--- config.mk ---
export PLATFORM = sky130hd
export DESIGN_NAME = carregador_programa
export DESIGN_NICKNAME = d
export VERILOG_FILES = /design/src/rtl/carregador_programa.sv
export SDC_FILE = /design/constraint.sdc
export NUM_CORES = 1
export LEC_CHECK = 0
export ABC_CLOCK_PERIOD_IN_PS = 2500
export CAP_MARGIN = 20
export CORE_MARGIN = 2
export CORE_UTILIZATION = 40
export DETAILED_ROUTE_END_ITERATION = 16
export PLACE_DENSITY = 0.68
export SETUP_SLACK_MARGIN = 0.05
export SYNTH_ARGS = -nofsm -noshare
export SYNTH_HDL_FRONTEND = slang
export SYNTH_SLANG_ARGS = --single-unit
--- constraint.sdc ---
create_clock -name clock -period 2.5 [get_ports clock]
set_input_delay 0.375 -clock clock [delete_from_list [all_inputs] [get_ports clock]]
set_output_delay 0.375 -clock clock [all_outputs]
set_load 0.005 [all_outputs]
--- src/rtl/carregador_programa.sv ---
// carregador_programa: framed byte-stream program loader that fills instruction memory, starts the CPU and stops it on HALT.
module carregador_programa #(
  parameter logic [7:0] HALT_OPCODE = 8'b1100_0000,
  parameter int         TIMEOUT     = 255
) (
  input  logic       clock,
  input  logic       reset,
  input  logic [7:0] DadoEntrada,
  input  logic       EntradaValida,
  output logic       EntradaPronta,
  output logic       EscreverInstr,
  output logic [7:0] EnderecoInstr,
  output logic [7:0] DadoInstr,
  output logic       ResetCPU,
  output logic [7:0] PCInicial,
  input  logic [7:0] Instrucao,
  output logic       Parado,
  output logic       Erro
);
  typedef enum logic [2:0] {OCIOSO, TAMANHO, DADOS, SOMA, EXECUTA} estado_t;

  localparam logic [7:0] TO_LAST = 8'(TIMEOUT - 1);

  estado_t    state_q, state_d;
  logic [7:0] base_q, base_d, cnt_q, cnt_d, ptr_q, ptr_d, sum_q, sum_d, idle_q, idle_d;
  logic [7:0] addr_q, addr_d, data_q, data_d, pc_q, pc_d;
  logic       wr_q, wr_d, rcpu_q, rcpu_d, parado_q, parado_d, erro_q, erro_d, pronta_q, pronta_d;
  logic       aceita;

  always_comb begin
    state_d  = state_q;
    base_d   = base_q;
    cnt_d    = cnt_q;
    ptr_d    = ptr_q;
    sum_d    = sum_q;
    idle_d   = idle_q;
    wr_d     = 1'b0;
    addr_d   = addr_q;
    data_d   = data_q;
    rcpu_d   = rcpu_q;
    pc_d     = pc_q;
    parado_d = parado_q;
    erro_d   = erro_q;
    aceita   = EntradaValida && pronta_q;
    // inter-byte watchdog; any accept in the same cycle overrides the abort below
    if (state_q inside {TAMANHO, DADOS, SOMA}) begin
      idle_d = aceita ? 8'd0 : idle_q + 8'd1;
      if (!aceita && idle_q == TO_LAST) begin
        erro_d  = 1'b1;
        state_d = OCIOSO;
        idle_d  = 8'd0;
      end
    end
    case (state_q)
      OCIOSO: if (aceita) begin
        base_d   = DadoEntrada;
        parado_d = 1'b0;
        erro_d   = 1'b0;
        idle_d   = 8'd0;
        state_d  = TAMANHO;
      end
      TAMANHO: if (aceita) begin
        if (DadoEntrada == 8'd0) begin
          erro_d  = 1'b1;
          state_d = OCIOSO;
        end else begin
          cnt_d   = DadoEntrada;
          ptr_d   = base_q;
          sum_d   = 8'd0;
          state_d = DADOS;
        end
      end
      DADOS: if (aceita) begin
        wr_d   = 1'b1;
        addr_d = ptr_q;
        data_d = DadoEntrada;
        ptr_d  = ptr_q + 8'd1;
        sum_d  = sum_q + DadoEntrada;
        cnt_d  = cnt_q - 8'd1;
        if (cnt_q == 8'd1) state_d = SOMA;
      end
      SOMA: if (aceita) begin
        if (8'(sum_q + DadoEntrada) == 8'd0) begin
          pc_d    = base_q;
          rcpu_d  = 1'b1;
          state_d = EXECUTA;
        end else begin
          erro_d  = 1'b1;
          state_d = OCIOSO;
        end
      end
      EXECUTA: if (Instrucao == HALT_OPCODE) begin
        parado_d = 1'b1;
        rcpu_d   = 1'b0;
        state_d  = OCIOSO;
      end
      default: state_d = OCIOSO;
    endcase
    pronta_d = state_d != EXECUTA;
  end

  always_ff @(posedge clock or negedge reset) begin
    if (!reset) begin
      state_q  <= OCIOSO;
      base_q   <= '0;
      cnt_q    <= '0;
      ptr_q    <= '0;
      sum_q    <= '0;
      idle_q   <= '0;
      wr_q     <= 1'b0;
      addr_q   <= '0;
      data_q   <= '0;
      rcpu_q   <= 1'b0;
      pc_q     <= '0;
      parado_q <= 1'b0;
      erro_q   <= 1'b0;
      pronta_q <= 1'b0;
    end else begin
      state_q  <= state_d;
      base_q   <= base_d;
      cnt_q    <= cnt_d;
      ptr_q    <= ptr_d;
      sum_q    <= sum_d;
      idle_q   <= idle_d;
      wr_q     <= wr_d;
      addr_q   <= addr_d;
      data_q   <= data_d;
      rcpu_q   <= rcpu_d;
      pc_q     <= pc_d;
      parado_q <= parado_d;
      erro_q   <= erro_d;
      pronta_q <= pronta_d;
    end
  end

  assign EntradaPronta = pronta_q;
  assign EscreverInstr = wr_q;
  assign EnderecoInstr = addr_q;
  assign DadoInstr     = data_q;
  assign ResetCPU      = rcpu_q;
  assign PCInicial     = pc_q;
  assign Parado        = parado_q;
  assign Erro          = erro_q;
endmodule

======== Word level (Yosys, flattened, before mapping) ========
Cells that the tools add are included.
storage, ports and cells
  logic and storage cells ................. 94
  flip-flop bits (word level) ............. 72
  input port bits ......................... 19
  output and inout bits ................... 29
cells by class
  reductions and logical operators ........ 16
  multiplexer cells ....................... 45
  equality and inequality tests ........... 15
  $add $sub $neg .......................... 4
operators with widths
  kind                 number
  $mux 8               14
  $pmux 8 s2           3
  $mux 3               9
  $add 8x1->8 const B  2
  $eq 8x8->1 const B   2
  $logic_not 8->1      2
  $pmux 3 s5           1
  $mux 1               14
  $ne 2x2->1 const B   6
  $add 8x8->8          1
  $eq 8x1->1 const B   1
  $reduce_and 4->1     2
  $sub 8x1->8 const B  1
  $eq 3x2->1 const B   2
  $reduce_and 3->1     2
  $reduce_bool 2->1    3
  $pmux 1 s2           2
  $reduce_and 2->1     2
  $eq 3x1->1 const B   1
  $eq 3x3->1 const B   1
  $logic_not 3->1      1
  $ne 3x3->1 const B   1
  $pmux 1 s3           1
  $reduce_bool 3->1    1
  4 further kinds      5

======== Logic depth before layout (Yosys ltp) ========
  word-level depth ........................ 9
  depth in mapped cells ................... 9
  depth with buffers taken out ............ 8

======== Worst setup path before layout ========
No wires, ideal clock.
  path type ............................... input to register
  from .................................... input port DadoEntrada[0]
  to ...................................... register pc_q[0], in the netlist PCInicial[0]
  arrival ................................. 2232 ps
  data required time ...................... 2375 ps
  stages on the path ...................... 9
  setup slack ............................. 143 ps
  path buffers ............................ 1
  library setup time ...................... 125 ps
  cells stage by stage .................... ha_1 -> fa_1 -> a211oi_2 -> nor2_1 -> xor2_1 -> nor4_4 -> nand4_2 -> buf_6 -> mux2_4
between the ends
  cells in the longest elaborated chain, start to end .. 3
ends and longest elaborated chain
  element                     RTL line  RTL
  start, declared             8         input logic [7:0] DadoEntrada,
  $add 8x8->8                 83        if (8'(sum_q + DadoEntrada) == 8'd0) begin
  $logic_not 8->1             83
  $reduce_and 3->1 (no line)  --
  end signal, assigned        129       pc_q <= pc_d;
  end, declared               26        logic [7:0] addr_q, addr_d, data_q, data_d, pc_q, pc_d;
No other way between the ends.
A chain may end at the register's enable or synchronous reset.

======== Worst setup path in the final report ========
  from .................................... input port DadoEntrada[2]
  to ...................................... register pc_q[5], in the netlist PCInicial[5]
The elaborated chain is that of the path after synthesis.

==> flow_metrics.tcl <==
set metrics [dict create \
    outcome "finished with violations" \
    violations "negative setup slack" \
    antenna_found_initial 0 \
    p_leak_nw 2.07 \
    reg2regPathDepth 9 \
    max_freq_mhz 395 \
    netlist-cell-type-count 55 \
    tritoncts_clock_tree "built" \
    setup.reg_to_reg.worst_slack_ns -0.03 \
    layout.cell_area.non_filler_sq_mm 0.00477 \
    worstSetupEndpointType "register" \
    core-area_sq_mm 0.00881 \
    port-buffer-count 47 \
    layout-drive-gt1-share_pct 24.3 \
    num-nets-final 455 \
    floorplan.die.width_um 99.8 \
    grt_first_pass_wirelength_um 14800 \
    clkTransAtPathRegs_ns 0.09 \
    remaining_drc_errors 0 \
    mostFrequentLayoutCell "sky130_fd_sc_hd__dfrtp_1" \
    syn_to_final_growth_pct 29.9 \
    tritoncts.num_buffers 9 \
    ys_seq_elements 72 \
    cts.sinks 72 \
    insertion_delay_ns 0.36 \
    slew_at_the_pin_closest_to_its_max_slew_limit_ns 0.718 \
    fillCellCount 800 \
    synthesis.yosys.warnings 0 \
    peakVddDrop_mv 0.540 \
    setup_cp_type "in -> reg" \
    critical_path.slowest_cell "sky130_fd_sc_hd__clkdlybuf4s50_1" \
    hold_path.class "in -> async" \
    detailroute.via_count 2966 \
    fin_crit_sh_pct 101 \
    place.detailed.hpwl_um 6170 \
    io_pins 48 \
    die-area_sq_mm 0.00997 \
    synth_fp_nets 380 \
    most-common-layout-cells "72 x sky130_fd_sc_hd__dfrtp_1, 44 x sky130_fd_sc_hd__clkdlybuf4s50_1, 29 x sky130_fd_sc_hd__nand2_1, 29 x sky130_fd_sc_hd__a21oi_1, 29 x sky130_fd_sc_hd__nor2_1" \
    synth_largest_type_area_fraction_pct 49.0 \
    y_dimension_of_the_die_um 99.8 \
    pin_count_of_the_biggest_net_entering_global_routing 32 \
    overflow 0 \
    maxSlewHeadroom_pct 52.1 \
    cts_max_path_buffers 2 \
    wl_per_cell_um 16.4 \
    firstDrtPassIters 4 \
    period_minus_slack_ns 2.53 \
    power_per_standard_cell_area_mw_per_mm2 1080 \
    multi_input_area_sq_mm 0.00183 \
    track_usage_pct 18.8 \
    cell_taking_the_most_area_after_synthesis "sky130_fd_sc_hd__dfrtp_1" \
    synthTopCellsByArea "sky130_fd_sc_hd__dfrtp_1 49%, sky130_fd_sc_hd__mux2_2 8.0%, sky130_fd_sc_hd__a21oi_1 4.1%" \
    holdWs_ns 0.0640 \
    finalSetupViolCount 8 \
    rsz0062_at_grt "true" \
    critical_path.startpoint_type "primary input" \
    placement.cell_area_sq_mm 0.00449 \
    rr_startpoint "sum_q[0]" \
    floorplan.initialDensity_pct 41.7 \
    final-max-slew-violation-count 0 \
    worstReg2RegEnd "PCInicial[5]" \
    path_cells "clkdlybuf4s50_1 > ha_1 > o21ai_0 > nor2_1 > a41oi_1 > xnor2_1 > nand4_4 > buf_12 > mux2_4" \
    critPathArrivalTime_ns 2.77 \
    vias_in_the_first_global_route 2930 \
    holdBufCountCts 0 \
    ant_cells 0 \
    syn_area_per_cell_sq_um 10.6 \
    max_cap_viol_count 0 \
    postSynthCellCount 348 \
    yosysSeqAreaShare_pct 49.0 \
    finalWorstSetupSlack_ns -0.0331 \
    cts_htree_levels 3 \
    drt-total-wl_um 8800 \
    postRouteAntennaNets 0 \
    detail_route.vias_per_cell 5.53 \
    register_area_sq_mm 0.00180 \
    setup_repair_bufs_after_cts 0 \
    detail_route.iter0.violations 200 \
    path_max_fanout 6 \
    post_synth_instance_area_sq_mm 0.00367 \
    clk_root_buffer_cell "sky130_fd_sc_hd__clkbuf_8" \
    cp.required_ns 2.74 \
    clock_skew_ns 0.0115 \
    timing_hold_violations_final 0 \
    finalWeightedCongestion 0.909 \
    worst_path_largest_cell_delay_ns 0.48 \
    num_rows 34 \
]
==> flip-flops by register name (all words and copies together) (netlist names) <==
name and flops:
cnt_q 8, ptr_q 8, Erro 1, state_q 3
EnderecoInstr 8, base_q 8, sum_q 8, Parado 1
DadoInstr 8, EntradaPronta 1, ResetCPU 1, EscreverInstr 1
idle_q 8, PCInicial 8
==> critical path: cells and delay by family <==
family / cells / cell delay (ns)
buffers and inverters: 2 / 0.67
AO/OA/AOI/OAI: 2 / 0.50
XOR/XNOR: 1 / 0.22
adder cells (fa/ha/maj): 1 / 0.43
multiplexers: 1 / 0.29
AND/OR/NAND/NOR: 2 / 0.29
==> layer usage <==
metal / global-route usage [%] / up-vias / routed length, um
li1: - / 1420 / -
met1: 27.4 / 1449 / 4170
met2: 28.3 / 87 / 4010
met3: 3.55 / 10 / 497
met4: 6.01 / 0 / 121
met5: 0 / - / 0
==> cells by family (layout without fill, tap and decap cells) <==
| family | count (synthesis) | count (layout) | synth area share [%] |
|---|---|---|---|
| and+or+nand+nor | 112 | 112 | 16.3 |
| AOI/OAI and AO/OA | 89 | 89 | 14.8 |
| DFF | 72 | 72 | 49.0 |
| muxes | 33 | 33 | 10.8 |
| buffers and inverters | 21 | 101 | 2.52 |
| adders and majority gates | 13 | 13 | 4.63 |
| xor gates and xnor gates | 8 | 8 | 1.91 |
==> power by group <==
group	leakage (nW)	internal (W)	switching, W
logic	1.07	0.00115	0.00103
clock network	0.102	0.000485	0.000517
registers	0.895	0.00158	0.000378
total	2.07	0.00322	0.00192
==> Yosys cell counts, drive strengths merged <==
cell type,count
a211oi,3
a21o,1
a21oi,30
a221oi,2
a22o,4
a22oi,2
a311o,1
a31oi,2
a32oi,2
a41oi,1
and2,2
and3,2
buf,6
clkbuf,8
dfrtp,72
fa,1
ha,12
inv,7
mux2,33
nand2,29
nand2b,1
nand3,11
nand3b,1
nand4,4
nor2,33
nor2b,2
nor3,7
nor3b,5
nor4,4
o211ai,1
o21ai,30
o22ai,4
o311ai,1
o31ai,5
or2,1
or3,6
or3b,2
or4,1
or4b,1
xnor2,4
xor2,4
==> cell type report <==
type | instances | share of cell area [%]
Clock buffer | 9 | 2.60
Tap cell | 108 | 2.83
Sequential cell | 72 | 37.8
Inverter | 7 | 0.551
Clock inverter | 7 | 1.84
Multi-Input combinational cell | 255 | 38.3
Timing Repair Buffer | 78 | 16.2
==> metrics by stage <==
stage               setup TNS [ns]  utilization (%)  power, W  setup slack (ns)  std cells
CTS                         -0.321             53.4   0.00511           -0.0486        535
finish                      -0.212             54.2   0.00514           -0.0331        536
detailed placement           -4.97             51.0   0.00409            -0.476        519
floorplan                        0                -   0.00317             0.143        348
global route                -0.851             54.2   0.00552            -0.112        536
global placement             -4.36             51.0   0.00402            -0.429        519
==> worst max path at each step <==
stage | start | end | slack (ns)
after floorplan | DadoEntrada[0] | PCInicial[0] | 0.14
after global placement | DadoEntrada[0] | PCInicial[2] | -0.43
after detailed placement | DadoEntrada[0] | PCInicial[6] | -0.48
after CTS | DadoEntrada[0] | PCInicial[6] | -0.05
after global routing | sum_q[0] | PCInicial[5] | -0.11
final | DadoEntrada[2] | PCInicial[5] | -0.03
==> what timing repair did <==
action / 4_1_cts / 5_1_grt
endpoints found under the hold margin: 0 / 0
gates resized for setup: 2 / 9
setup endpoints to repair: 9 / 10
pin swaps: 1 / 2
gates cloned: 0 / 1
Power figures use the tool's default switching activity.
==> variant 1, RTL diff (same flow settings) <==
`sum_q` no longer has a reset.
--- a/src/rtl/carregador_programa.sv
+++ b/src/rtl/carregador_programa.sv
@@ -105,7 +105,6 @@
       base_q   <= '0;
       cnt_q    <= '0;
       ptr_q    <= '0;
-      sum_q    <= '0;
       idle_q   <= '0;
       wr_q     <= 1'b0;
       addr_q   <= '0;
@@ -120,7 +119,6 @@
       base_q   <= base_d;
       cnt_q    <= cnt_d;
       ptr_q    <= ptr_d;
-      sum_q    <= sum_d;
       idle_q   <= idle_d;
       wr_q     <= wr_d;
       addr_q   <= addr_d;
@@ -133,6 +131,10 @@
     end
   end
 
+  always_ff @(posedge clock) begin
+    sum_q <= sum_d;
+  end
+
   assign EntradaPronta = pronta_q;
   assign EscreverInstr = wr_q;
   assign EnderecoInstr = addr_q;
Behaviour: same outputs for any inputs over 4 cycles, from zero or initial values and one cycle with reset low; that may be too few to reach the edited logic, so the function may still have changed.
==> variant 1 against the unedited design <==
- synthesized cell count is 2.3% lower
- sequential cell count stayed put
- power is 3.7% higher
- clock skew is 0.0013 ns lower
- final area is 0.16% higher
- global-route usage is 0.19 points higher
- critical path depth stayed put
- maximum frequency is 1.4% lower
- synthesized area is 1.3% lower
- setup slack worse by 0.036 ns
- cell count is 0.19% lower
- the run still ends with negative setup slack left
- wire length is 0.35% higher
- count of clock-buffer cells in the layout is 1 higher
- critical path type unchanged
- largest cell class is now sequential cells
==> variant 1: results (changes against the unedited design) <==
Cells and area
  • Non-CTS buffers: 84 (+7.7%)
  • Multi-input gates: 243 (-4.7%)
  • Inverters: 12 (+5)
  • Clock buffer cells: 10 (+1)
  • Register area: 0.00184 sq mm (+2.2%)
  • FILL cells: 764 (-4.5%)
  • ClkCell Share: 0.0458 (+0.00150)
  • Non-clk buf share: 0.164 (+0.00236)

Critical path
  • CP max stage delay: 0.57 ns (+0.09 ns)
  • Crit-path max FO: 4 (-2)

Timing
  • Setup ws final: -0.0687 ns (-0.0356 ns)
  • Clk_skew: 0.0102 ns (-0.00132 ns)
  • Worst-margin pin slew: 0.657 ns (-0.0615 ns)
  • Setup_tns: -0.523 ns (-0.311 ns)
  • Setup violators final: 9 (+1)

Drt
  • Starting DRC count in detailed routing: 177 (-12%)
  • Wirelength, routed: 8830 um (+0.35%)

Synth
  • Top cells by count, synth: 64 x dfrtp_1, 36 x nor2_1, 28 x a21oi_1, 28 x o21ai_0, 25 x mux2_2
  • Avg Inst Size Synth: 10.7 sq um (+1.1%)
  • FFs w/ async S/R, synth: 0.889 (-0.111)
  • Dominant cells by area after synthesis: dfrtp_1 44%, mux2_2 7.8%, edfxtp_1 6.6%, ha_1 4.1%, a21oi_1 3.9%
  • Post-synth EDFFs: 8 (+8)
  • Sequential fraction of the synthesis area: 0.508 (+0.0173)
  • Syn nets: 372 (-2.1%)
  • Synth unique cells: 47 (-15%)

Placed design
  • # placed instances: 517 (-0.39%)
  • Post-DP HPWL: 6330 um (+2.6%)
  • Placer congestion estimate: 0.867 (-4.5%)
  • Area post-placement: 0.00449 sq mm (about the same)

Pwr
  • Leak Pwr: 2.03 nW (-1.7%)
  • Logic pwr share: 0.429 (+0.005)
  • Int Pwr: 0.00337 W (+4.7%)
  • Sw Pwr: 0.00196 W (+2.0%)

Global route
  • Pin count of the biggest net entering global routing: 27 (-16%)
  • Global-route wire length before repair: 14600 um (-0.80%)
  • Vias in the first global route: 2983 (+1.8%)
  • Tot GR Track Use: 0.189 (+0.00190)

Status
  • Failing checks: negative setup slack
  • Status: finished, violations left
variant 1: cell count changes in the layout (fill, tap and decap cells not counted), sizes merged, moves of 4 or more:
| cell | change |
|---|---|
| a22o | -4 |
| buf | +6 |
| nand2 | -10 |
| xor2 | +4 |
| dfrtp | -8 |
| and2 | +5 |
| edfxtp | +8 |
variant 1: layer usage:
layer,wire length (um),vias up,GRT usage,part of all wire
met1,4050,1436,0.250,0.46
met5,0,-,0,0
li1,-,1396,-,-
met4,239,0,0.0790,0.027
met2,4170,79,0.298,0.47
met3,364,17,0.0478,0.041
variant 1: cells by family (layout without fill, tap and decap cells):
group | after synthesis | count (layout) | synth area share
simple gates | 108 | 108 | 0.148
mux | 32 | 32 | 0.107
buf+inv | 25 | 112 | 0.0297
compound gates | 79 | 79 | 0.134
fa+ha+maj | 13 | 13 | 0.0469
xor+xnor | 11 | 11 | 0.0266
flops | 72 | 72 | 0.508
variant 1: repair_timing:
action                                  in CTS  in global routing
resized for setup                            8                  6
endpoints found under the setup margin      11                 11
pin swaps                                    6                  5
cloned                                       1                  0
setup buffers                                0                  1
variant 1: worst paths after layout:
kind / cells past startpoint / slack [ns] / startpoint / to
min in group clock: 1 / 0.51 / EnderecoInstr[3]$_DFFE_PN0P_ / EnderecoInstr[3]$_DFFE_PN0P_
setup / recovery: 9 / -0.07 / DadoEntrada[2] / PCInicial[5]$_DFFE_PN0P_
hold reg to reg: 1 / 0.51 / EnderecoInstr[3]$_DFFE_PN0P_ / EnderecoInstr[3]$_DFFE_PN0P_
setup reg to reg: 10 / -0.02 / sum_q[0]$_SDFFCE_PP0P_ / PCInicial[5]$_DFFE_PN0P_
max in group asynchronous: 2 / 1.76 / reset / EnderecoInstr[5]$_DFFE_PN0P_
hold / removal: 1 / 0.01 / reset / PCInicial[5]$_DFFE_PN0P_
==> variant 2, RTL diff (same settings) <==
Made on the original files. Change the parameter `TIMEOUT` from 255 to 191.
--- a/src/rtl/carregador_programa.sv
+++ b/src/rtl/carregador_programa.sv
@@ -1,7 +1,7 @@
 // carregador_programa: framed byte-stream program loader that fills instruction memory, starts the CPU and stops it on HALT.
 module carregador_programa #(
   parameter logic [7:0] HALT_OPCODE = 8'b1100_0000,
-  parameter int         TIMEOUT     = 255
+  parameter int         TIMEOUT     = 191
 ) (
   input  logic       clock,
   input  logic       reset,
Function: same outputs for any inputs over 4 cycles, from zero or initial values and one cycle with reset low; that may be too few to reach the edited logic, so the function may still have changed.
==> variant 2 against the unedited design <==
- the run still ends with negative setup slack left
- wire length shrank 0.78%
- combinational power up 4%
- synthesized area increased by 0.24%
- maximum frequency is 1.2% lower
- worst hold slack got worse by 0.027 ns
- clock power grew 15%
- sequential cell count is the same
- first-iteration DRC count increased by 7.0%
- final area increased by 0.94%
- count of clock-buffer cells in the layout increased by 1
- setup slack got worse by 0.032 ns
- utilization shrank 1.1 points
- global-route usage up 0.28 points
- power rose by 4.7%
- critical endpoint is now PCInicial[0]$_DFFE_PN0P_
- largest power group unchanged
==> variant 2: results (changes against the unedited design) <==
Synth
  • Post-synthesis mux area share: 0.105 (-0.00332)
  • Post-Synth Adder-Cell Area: 0.0462 (-0.000110)
  • Synth unique cells: 50 (-9.1%)
  • Post-synthesis instance total: 353 (+1.4%)
  • Sequential fraction of the synthesis area: 0.489 (-0.00117)
  • Syn nets: 385 (+1.3%)
  • Compound-Gate Fraction of Synth Area: 0.135 (-0.0129)
  • Dominant cells by area after synthesis: dfrtp_1 49%, mux2_2 7.6%, a21oi_1 4.2%, ha_1 4.1%, nand2_1 3.2%
  • Post-Synth XOR/XNOR Area: 0.0282 (+0.00913)
  • Yosys warns: 0 (unchanged)
  • Top cells by count, synth: 72 x dfrtp_1, 31 x a21oi_1, 31 x nand2_1

Drt
  • Met3 WL: 457 um (-8.0%)
  • Wl on met1: 3970 um (-4.8%)
  • Starting DRC count in detailed routing: 214 (+7.0%)
  • Wirelength, routed: 8730 um (-0.78%)
  • Met2 wire length: 4250 um (+5.9%)
  • Vias per inst: 5.34 (-3.6%)

Clock tree
  • PostCTS Resize Cnt: 7 (+5)
  • Clk buf depth: 2 (unchanged)
  • Postcts setup bufs: 3 (+3)
  • Root buf cell: clkbuf_8
  • Worst-Skew Late Latency: 0.35 ns
  • Clk pin slew, worst setup/hold paths: 0.09 ns (about the same)
  • H-tree Lvls: 3 (unchanged)

Critical path
  • R2r endpoint: PCInicial[0]$_DFFE_PN0P_
  • Slowest-stage cell, CP: clkdlybuf4s50_1
  • CP max stage delay: 0.51 ns (+0.03 ns)
  • Worst setup startpoint: DadoEntrada[4]
  • R2R setup slack: -0.01 ns (+0.02 ns)
  • Crit path DAT: 2.80 ns (+0.03 ns)
  • Crit-path max FO: 5 (-1)

Global route
  • Vias in the first global route: 2982 (+1.8%)
  • M1 GR Usage: 0.262 (-0.0119)
  • Pin count of the biggest net entering global routing: 73 (+130%)
  • Met2 GRT Util: 0.305 (+0.0213)
  • Tot GR Track Use: 0.190 (+0.00280)
  • Global-route wire length before repair: 14800 um (+0.37%)
  • Met3 Use GR: 0.0494 (+0.0139)

Timing
  • WHS: 0.0368 ns (-0.0272 ns)
  • Setup violators final: 8 (unchanged)
  • Setup ws final: -0.0647 ns (-0.0316 ns)
  • Setup_tns: -0.388 ns (-0.176 ns)
  • Slew margin rel.: 0.606 (+0.0851)
  • Clk_skew: 0.0119 ns (+0.000423 ns)

Pwr
  • Leak Pwr: 2.11 nW (+2.2%)
  • VDD IR max: 543 uV (+0.58%)
  • Power Clock: 0.00115 W (+15%)
  • Clock power share: 0.214 (+0.019)
  • Power Combinational: 0.00226 W (+4%)
  • Int Pwr: 0.00348 W (+8.1%)

Placed design
  • # placed instances: 526 (+1.3%)
  • Post-DP HPWL: 6000 um (-2.7%)
  • Pre-CTS setup slack: -0.515 ns (-0.0388 ns)
  • Area post-placement: 0.00449 sq mm (about the same)
  • Placer congestion estimate: 0.844 (-7.1%)

Status
  • Status: finished, violations left
  • Failing checks: negative setup slack

Cells and area
  • Layout cell share with drive strength beyond 1: 0.230 (-0.0131)
  • Layout Nets: 462 (+1.5%)
  • Non-Filler Instances: 546 (+1.9%)
## variant 2: cell types whose count changed in the layout (fill, tap and decap cells not counted), sizes merged, moves of 3 or more
cell	unedited run	this run
and3	2	5
buf	31	34
nand2b	1	4
nand3	11	20
nor2b	2	5
o21ai	30	22
or3	6	2
## variant 2: worst reg2reg max path: stages (launching register included)
cell and delay (ns):
dfrtp_1 0.38, ha_2 0.18, fa_2 0.38, a211oi_4 0.24, nor2_1 0.08, xor2_1 0.16, nor4_2 0.24, nand3_2 0.22
clkbuf_16 0.23, mux2_4 0.29
## variant 2: area by class of cell
| class | instances | area [sq um] |
|---|---|---|
| timing repair buffer | 81 | 790 |
| clock buffer | 10 | 138 |
| inverter | 8 | 30.0 |
| sequential | 72 | 1800 |
| tap | 111 | 139 |
| fill | 787 | 4250 |
| multi-input combinational | 258 | 1800 |
| clock inverter | 6 | 115 |
